--- config.mk ---
export PLATFORM = sky130hd
export DESIGN_NAME = comparador_sched
export DESIGN_NICKNAME = d
export VERILOG_FILES = /design/src/rtl/comparador_sched.sv
export SDC_FILE = /design/constraint.sdc
export NUM_CORES = 1
export LEC_CHECK = 0
export ABC_CLOCK_PERIOD_IN_PS = 2500
export CORE_MARGIN = 1.5
export CORE_UTILIZATION = 48
export CTS_BUF_LIST = sky130_fd_sc_hd__clkbuf_16
export CTS_CLUSTER_DIAMETER = 200
export CTS_CLUSTER_SIZE = 14
export DETAILED_ROUTE_END_ITERATION = 7
export GPL_TIMING_DRIVEN = 1
export PLACE_DENSITY = 0.79
export SLEW_MARGIN = 40
export SYNTH_ARGS = -nofsm -noshare
export SYNTH_HDL_FRONTEND = slang
export SYNTH_SLANG_ARGS = --single-unit
export TNS_END_PERCENT = 1
--- constraint.sdc ---
create_clock -name clk -period 2.5 [get_ports clk]
set_input_delay 0.375 -clock clk [delete_from_list [all_inputs] [get_ports clk]]
set_output_delay 0.375 -clock clk [all_outputs]
set_load 0.005 [all_outputs]
--- src/rtl/comparador_sched.sv ---
`default_nettype none
// ============================================================================
// Module   : comparador_sched
// Purpose  : Time-multiplexes one external comparator across four 5-bit
//            channels. Each channel takes two cycles (SETUP presents the
//            operands, SAMPLE captures the result). Every sampled result feeds
//            a per-channel debounce counter that toggles the channel alarm
//            after DEB consecutive results that disagree with it.
// Ports    : clk, rst_n          clock, asynchronous active-low reset
//            run                 scan continuously while high
//            umbral              alarm threshold, latched at scan start
//            d0..d3              channel values
//            cmp_l               external comparator result (cmp_d >= cmp_a)
//            cmp_d, cmp_a        comparator operands
//            ch                  channel owning the comparator
//            alarm, any_alarm    debounced alarms and their OR
//            busy                high outside IDLE
//            scan_done           one-cycle pulse after channel 3 is sampled
// Config   : COMPARADOR_SCHED_HYST_EN -- when defined, alarmed channels are
//            compared against umbral_q - HYST (saturating at 0).
// Revision : 1.0  initial release
// ============================================================================
module comparador_sched #(
   parameter int DEB  = 3,
   parameter int HYST = 2
) (
   input  logic       clk,
   input  logic       rst_n,
   input  logic       run,
   input  logic [4:0] umbral,
   input  logic [4:0] d0,
   input  logic [4:0] d1,
   input  logic [4:0] d2,
   input  logic [4:0] d3,
   input  logic       cmp_l,
   output logic [4:0] cmp_d,
   output logic [4:0] cmp_a,
   output logic [1:0] ch,
   output logic [3:0] alarm,
   output logic       any_alarm,
   output logic       busy,
   output logic       scan_done
);

`ifdef COMPARADOR_SCHED_HYST_EN
   localparam bit HYST_ON = 1'b1;
`else
   localparam bit HYST_ON = 1'b0;
`endif

   localparam logic [2:0] DEB_C  = 3'(DEB);
   localparam logic [4:0] HYST_C = 5'(HYST);

   typedef enum logic [1:0] {
      IDLE   = 2'd0,
      SETUP  = 2'd1,
      SAMPLE = 2'd2
   } state_t;

   state_t          state, state_nx;
   logic [1:0]      ch_nx;
   logic [4:0]      cmp_d_nx, cmp_a_nx;
   logic [4:0]      umbral_q, umbral_q_nx;
   logic [3:0]      alarm_nx;
   logic            scan_done_nx;
   logic [3:0][2:0] cnt, cnt_nx;

   logic [4:0]      d_sel;
   logic [4:0]      thr_hyst;
   logic [4:0]      thr_eff;
   logic [2:0]      cnt_inc;

   always_comb begin
      case (ch)
         2'd0:    d_sel = d0;
         2'd1:    d_sel = d1;
         2'd2:    d_sel = d2;
         default: d_sel = d3;
      endcase
   end

   // Threshold for the channel being set up; the alarmed-channel reduction
   // folds away entirely when hysteresis is not built in.
   assign thr_hyst = (umbral_q > HYST_C) ? (umbral_q - HYST_C) : 5'd0;
   assign thr_eff  = (HYST_ON && alarm[ch]) ? thr_hyst : umbral_q;

   // Saturating increment of the current channel's disagreement counter.
   assign cnt_inc  = (cnt[ch] == 3'd7) ? 3'd7 : (cnt[ch] + 3'd1);

   always_comb begin
      state_nx     = state;
      ch_nx        = ch;
      cmp_d_nx     = cmp_d;
      cmp_a_nx     = cmp_a;
      umbral_q_nx  = umbral_q;
      alarm_nx     = alarm;
      cnt_nx       = cnt;
      scan_done_nx = 1'b0;

      case (state)
         IDLE: begin
            if (run) begin
               state_nx    = SETUP;
               ch_nx       = 2'd0;
               umbral_q_nx = umbral;
            end
         end

         SETUP: begin
            cmp_d_nx = d_sel;
            cmp_a_nx = thr_eff;
            state_nx = SAMPLE;
         end

         SAMPLE: begin
            if (cmp_l == alarm[ch]) begin
               cnt_nx[ch] = 3'd0;
            end else if (cnt_inc >= DEB_C) begin
               alarm_nx[ch] = ~alarm[ch];
               cnt_nx[ch]   = 3'd0;
            end else begin
               cnt_nx[ch] = cnt_inc;
            end

            if (ch != 2'd3) begin
               ch_nx    = ch + 2'd1;
               state_nx = SETUP;
            end else begin
               ch_nx        = 2'd0;
               scan_done_nx = 1'b1;
               if (run) begin
                  state_nx    = SETUP;
                  umbral_q_nx = umbral;
               end else begin
                  state_nx = IDLE;
               end
            end
         end

         default: state_nx = IDLE;
      endcase
   end

   always_ff @(posedge clk or negedge rst_n) begin
      if (!rst_n) begin
         state     <= IDLE;
         ch        <= 2'd0;
         cmp_d     <= 5'd0;
         cmp_a     <= 5'd0;
         umbral_q  <= 5'd0;
         alarm     <= 4'd0;
         any_alarm <= 1'b0;
         busy      <= 1'b0;
         scan_done <= 1'b0;
         cnt       <= '0;
      end else begin
         state     <= state_nx;
         ch        <= ch_nx;
         cmp_d     <= cmp_d_nx;
         cmp_a     <= cmp_a_nx;
         umbral_q  <= umbral_q_nx;
         alarm     <= alarm_nx;
         any_alarm <= |alarm_nx;
         busy      <= (state_nx != IDLE);
         scan_done <= scan_done_nx;
         cnt       <= cnt_nx;
      end
   end

endmodule
`default_nettype wire

---- After elaboration in Yosys (flattened, before gate mapping) ----
Index checks and enable logic that the tools add are counted.
operators by class
  reductions and logical operators ........ 8
  equal/unequal tests ..................... 9
  bitwise gates (word level) .............. 3
  add/sub/neg operators ................... 2
  muxes and demuxes ....................... 29
  $lt $le $gt $ge ......................... 3
operator list
  operator                                                          number
  12-bit 2-to-1 mux                                                 2
  5-bit case mux with 3 select lines                                1
  12-bit AND                                                        1
  12-bit bitwise mux                                                1
  4-bit 2-to-1 mux                                                  3
  12-bit inverter                                                   1
  5-bit 2-to-1 mux                                                  2
  5-bit case mux with 2 select lines                                1
  3-bit 2-to-1 mux                                                  3
  3-bit binary-select mux with 2-bit select                         1
  3-bit demux with 2-bit select                                     1
  1-bit 2-to-1 mux                                                  6
  2-bit 2-to-1 mux                                                  3
  2-bit inequality test (second input constant)                     3
  2-bit case mux with 3 select lines                                1
  4-bit bitwise mux                                                 1
  2-bit by 1-bit == test with 1-bit output (second input constant)  2
  2-bit == test (second input constant)                             2
  2-bit zero test                                                   2
  2-bit case mux with 2 select lines                                1
  2-bit AND reduction                                               2
  2-bit nonzero test                                                2
  4-bit OR reduction                                                1
  3-bit by 1-bit adder with 3-bit output (second input constant)    1
  10 further kinds                                                  10
word-level totals
  word-level logic and storage cells ...... 67
  input port bits ......................... 29
  output and inout port bits .............. 19
  register bits ........................... 38

---- Depth between registers and ports, before layout ----
  depth in word-level cells ............... 9
  gate-level depth with buffers ........... 7

---- Worst setup path after synthesis ----
No wires, ideal clock.
  path kind ............................... reg-to-reg
  start ................................... reg ch[0]
  end ..................................... reg any_alarm
  arrival ................................. 2.041 ns
  buffers on the path ..................... 1
  path slack .............................. 0.330 ns
  stages on the path, launching flop included .. 6
  library setup time ...................... 0.129 ns
  required time ........................... 2.371 ns
  period minus slack after synthesis ...... 2.170 ns
  cell sequence ........................... dfrtp_1 buf_6 mux4_2 or2_4 a211o_1 a2111o_1
on the way
  word-level cells in the longest chain between the ends .. 9
  elaborated cells between the ends (all ways) .. 20
  those cells by class .................... add/sub: 1; order compare: 3; eq/ne: 2; mux: 11; bitwise: 1; reduce/logical: 2
RTL lines
  element                                                                              RTL line  text
  start: declaration                                                                   38        output logic [1:0] ch,
  start signal: assignment                                                             158       ch <= ch_nx;
  3-bit binary-select mux with 2-bit select (tied with other cells)                    88        assign cnt_inc = (cnt[ch] == 3'd7) ? 3'd7 : (cnt[ch] + 3'd1);
  3-bit 2-to-1 mux (not written as such) or 1-bit logical AND (tied branches)          88, 119
  3-bit by 1-bit adder with 3-bit output (tied with other cells)                       88
  3-bit 2-to-1 mux or 1-bit demux with 2-bit select (tied branches)                    88, 119
  3-bit by 2-bit >= comparator with 1-bit output or 4-bit bitwise mux (tied branches)  118, 119
  4-bit 2-to-1 mux                                                                     118       end else if (cnt_inc >= DEB_C) begin
  4-bit 2-to-1 mux *                                                                   116       if (cmp_l == alarm[ch]) begin
  4-bit 2-to-1 mux *                                                                   100       case (state)
  net alarm_nx[1]                                                                      64        logic [3:0] alarm_nx;
  4-bit OR reduction *                                                                 163       any_alarm <= |alarm_nx;
  end signal: assignment                                                               163
  end: declaration                                                                     40        output logic any_alarm,
The timed path passes the listed nets; every way through them passes the cells marked *. The select of a mux whose other input is x is not followed.
A chain may end at the register's enable or synchronous reset.

---- Final worst setup path ----
Ends and elaborated chain as after synthesis.

==> results.sh <==
export IMPL_total_power_w=0.00296
export IMPL_path_clk_slew_ps=50
export IMPL_antenna_cells=0
export IMPL_p_leak_nw=1.09
export IMPL_drt_iter0_drc=53
export IMPL_setup_tns_ps=0
export IMPL_antenna_left=0
export IMPL_drt_pass1_iterations=4
export IMPL_postCtsSetupRepairBufs=0
export IMPL_wl_per_cell_um=16.2
export IMPL_end_kind="flop"
export IMPL_fin_crit_sh_pct=89.8
export IMPL_die_width_um=64.2
export IMPL_start_util_pct=49.5
export IMPL_nFillCells=272
export IMPL_syn_inst=155
export IMPL_r2r_start="ch[0]$_DFFE_PN0P_"
export IMPL_cts_buffers=5
export IMPL_cts_max_level=2
export IMPL_pwr_share_clk_pct=23.1
export IMPL_portBuffers=47
export IMPL_place_hpwl_mm=2.93
export IMPL_ir_drop_uv=511
export IMPL_yosys_most_used_dff="dfrtp_1"
export IMPL_synth_xor_area_share_pct=0.487
export IMPL_final_nets=242
export IMPL_fp_row_count=22
export IMPL_p_seq_share_pct=34.8
export IMPL_grt_max_degree=39
export IMPL_clock_tree_root_cell="clkbuf_16"
export IMPL_critPathKind="reg -> reg"
export IMPL_antenna_found_initial=0
export IMPL_power_switching_w=0.000976
export IMPL_p_int_w=0.00199
export IMPL_fmax_ghz=0.445
export IMPL_drv_slew=0
export IMPL_syn_nets=190
export IMPL_hold_class="reg -> reg"
export IMPL_rsz0062_at_grt="no"
export IMPL_synth_fa_ha_area_share_pct=4.17
export IMPL_die_area_mm2=0.00412
export IMPL_max_cap_violations=0
export IMPL_synth_top_family_by_area="compound AO/OA/AOI/OAI gates"
export IMPL_cts_max_path_buffers=2
export IMPL_area_delta_synth_final_pct=38.3
export IMPL_synth_area_mm2=0.00180
export IMPL_min_from="cnt[5]$_DFFE_PN0P_"
export IMPL_ys_types=30
export IMPL_final_hold_viol_count=0
export IMPL_tightest_slew_ps=603
export IMPL_pre_cts_ws_ps=300
export IMPL_fin_area_mm2=0.00249
export IMPL_yosysWarnings=0
export IMPL_core_mm2=0.00363
export IMPL_cts_tree="done"
export IMPL_grtUsageTotal_pct=21.8
export IMPL_viasPerCell=5.64
export IMPL_drc_errors=0
export IMPL_synth_edf_count=0
export IMPL_synthSimpleGateAreaFrac_pct=11.4
export IMPL_yosysSeqAreaShare_pct=52.9
export IMPL_cts_hold_buf=0
export IMPL_clock_sinks=38
export IMPL_crit_arrival_ps=2400
export IMPL_finalCriticalPeriod_ps=2250
export IMPL_ys_async_sr_fraction_pct=100
export IMPL_grt_pass1_vias=1501
export IMPL_layout_drive_gt1_share_pct=13.5
export IMPL_pin_count=48
export IMPL_gp_congestion=0.941
export IMPL_post_cts_resized=0
export IMPL_fp_dieH_um=64.2
export IMPL_p_comb_share_pct=42.0
export IMPL_swShare_pct=32.9
export IMPL_ys_ff_latch=38
export IMPL_crit_required_ps=2650
export IMPL_worst_slack_ps=254
export IMPL_skew_ps=3.68
export IMPL_grt_pass1_wl_mm=6.78
export IMPL_p_per_area_mw_per_mm2=1190
export IMPL_placed_cell_area_mm2=0.00233
export IMPL_outcome="finished clean"
export IMPL_drt_wl_total_mm=4.15
export IMPL_finalSetupViolations=0
export IMPL_synth_compound_area_share_pct=14.2
export IMPL_clk_insertion_delay_late_ps=280
export IMPL_grt_overflow_total=0
export IMPL_crit_fanout=7
export IMPL_start_kind="flop"
export IMPL_syn_avg_cell_area_um2=11.6
export IMPL_synthMuxAreaShare_pct=13.8
export IMPL_relSlewSlack_pct=59.8
export IMPL_dr_total_vias=1444
export IMPL_startpoint="ch[0]$_DFFE_PN0P_"
[logic make-up after synthesis]
| group | count (synthesis) |
|---|---|
| DFF | 38 |
| AOI/OAI and AO/OA | 37 |
| and+or+nand+nor | 42 |
| xor gates and xnor gates | 1 |
| buffers and inverters | 13 |
| muxes | 18 |
| adders and majority gates | 6 |
[through the flow]
stage	utilization, %	cells	hold slack, ps
floorplan	-	155	79.4
global placement	64.0	248	469
detailed placement	64.0	248	474
CTS	68.5	256	486
global route	68.5	256	509
finish	68.5	256	481
[power by group through the flow]
stage / registers (W) / logic, W / clock network (W)
finish: 0.00103 / 0.00125 / 0.000686
detailed placement: 0.00104 / 0.00123 / 0
floorplan: 0.00101 / 0.000796 / 0
global placement: 0.00103 / 0.00119 / 0
CTS: 0.00103 / 0.00125 / 0.000698
global route: 0.00107 / 0.00137 / 0.000724
[flip-flops by register name, summed over array words and instances (netlist names)]
name and count:
cnt 12, cmp_a 5, cmp_d 5, thr_eff 5
alarm 4, ch 2, state 2, any_alarm 1
busy 1, scan_done 1
[cells in the mapped netlist, types with 2 or more instances]
cell	n	area share (%)
a211o_1	3	1.5
a21o_1	2	0.83
a21oi_1	5	1.4
a222oi_1	5	2.8
a22o_1	2	0.97
a41oi_1	2	0.97
clkbuf_1	3	0.63
dfrtp_1	38	53
ha_1	6	4.2
inv_1	8	1.7
mux2_2	14	8.8
mux4_2	4	5.0
nand2_1	13	2.7
nand3_1	2	0.56
nand3b_1	4	1.7
nor2_1	10	2.1
nor2b_1	2	0.70
nor3_1	6	1.7
nor3b_1	2	0.83
o21ai_0	14	3.9
[per-layer routing]
metal,up-vias,part of all wire [%],GRT usage [%]
li1,675,-,-
met1,691,42,25.9
met2,66,48,35.9
met3,12,7.1,6.34
met4,0,2.5,10.9
met5,-,0,0
[layout by cell type (no fill, tap or decap), drive strengths merged]
master         count
a2111o             1
a211o              3
a21o               2
a21oi              5
a222oi             5
a22o               2
a31oi              1
a41oi              2
and2               1
buf                3
bufinv             1
clkbuf             5
clkdlybuf4s50     47
dfrtp             38
ha                 6
inv               10
mux2              14
mux4               4
nand2             13
nand2b             1
nand3              2
nand3b             4
nor2              10
nor2b              2
nor3               6
nor3b              2
o2111ai            1
o21ai             14
o21bai             1
or2                1
xnor2              1
[critical path: stages, from the launching register on]
cell and delay (ps):
dfrtp_1 480, mux4_2 630, or2_4 310, a211o_1 300, a2111o_1 400
[layout make-up]
cell class              count  area (µm²)  share of cell area [%]
flip-flops and latches     38         951                    38.2
multi-input cells         104         792                    31.8
repair buffers             50         493                    19.8
clock buffers               5         125                    5.03
well taps                  48        60.1                    2.41
clock inverters             3        37.5                    1.51
inverters                   8        30.0                    1.21
[path summary, 6_finish.rpt]
kind                                       endpoint  slack (ps)  cells past startpoint
worst min register to register   cnt[5]$_DFFE_PN0P_         480                      2
worst min-delay path             cnt[5]$_DFFE_PN0P_         480                      2
worst max register to register  any_alarm$_DFF_PN0_         250                      4
max in group asynchronous        cnt[5]$_DFFE_PN0P_        1650                      2
worst max-delay path            any_alarm$_DFF_PN0_         250                      4
min in group asynchronous       any_alarm$_DFF_PN0_         530                      2
Power figures use the tool's default switching activity.
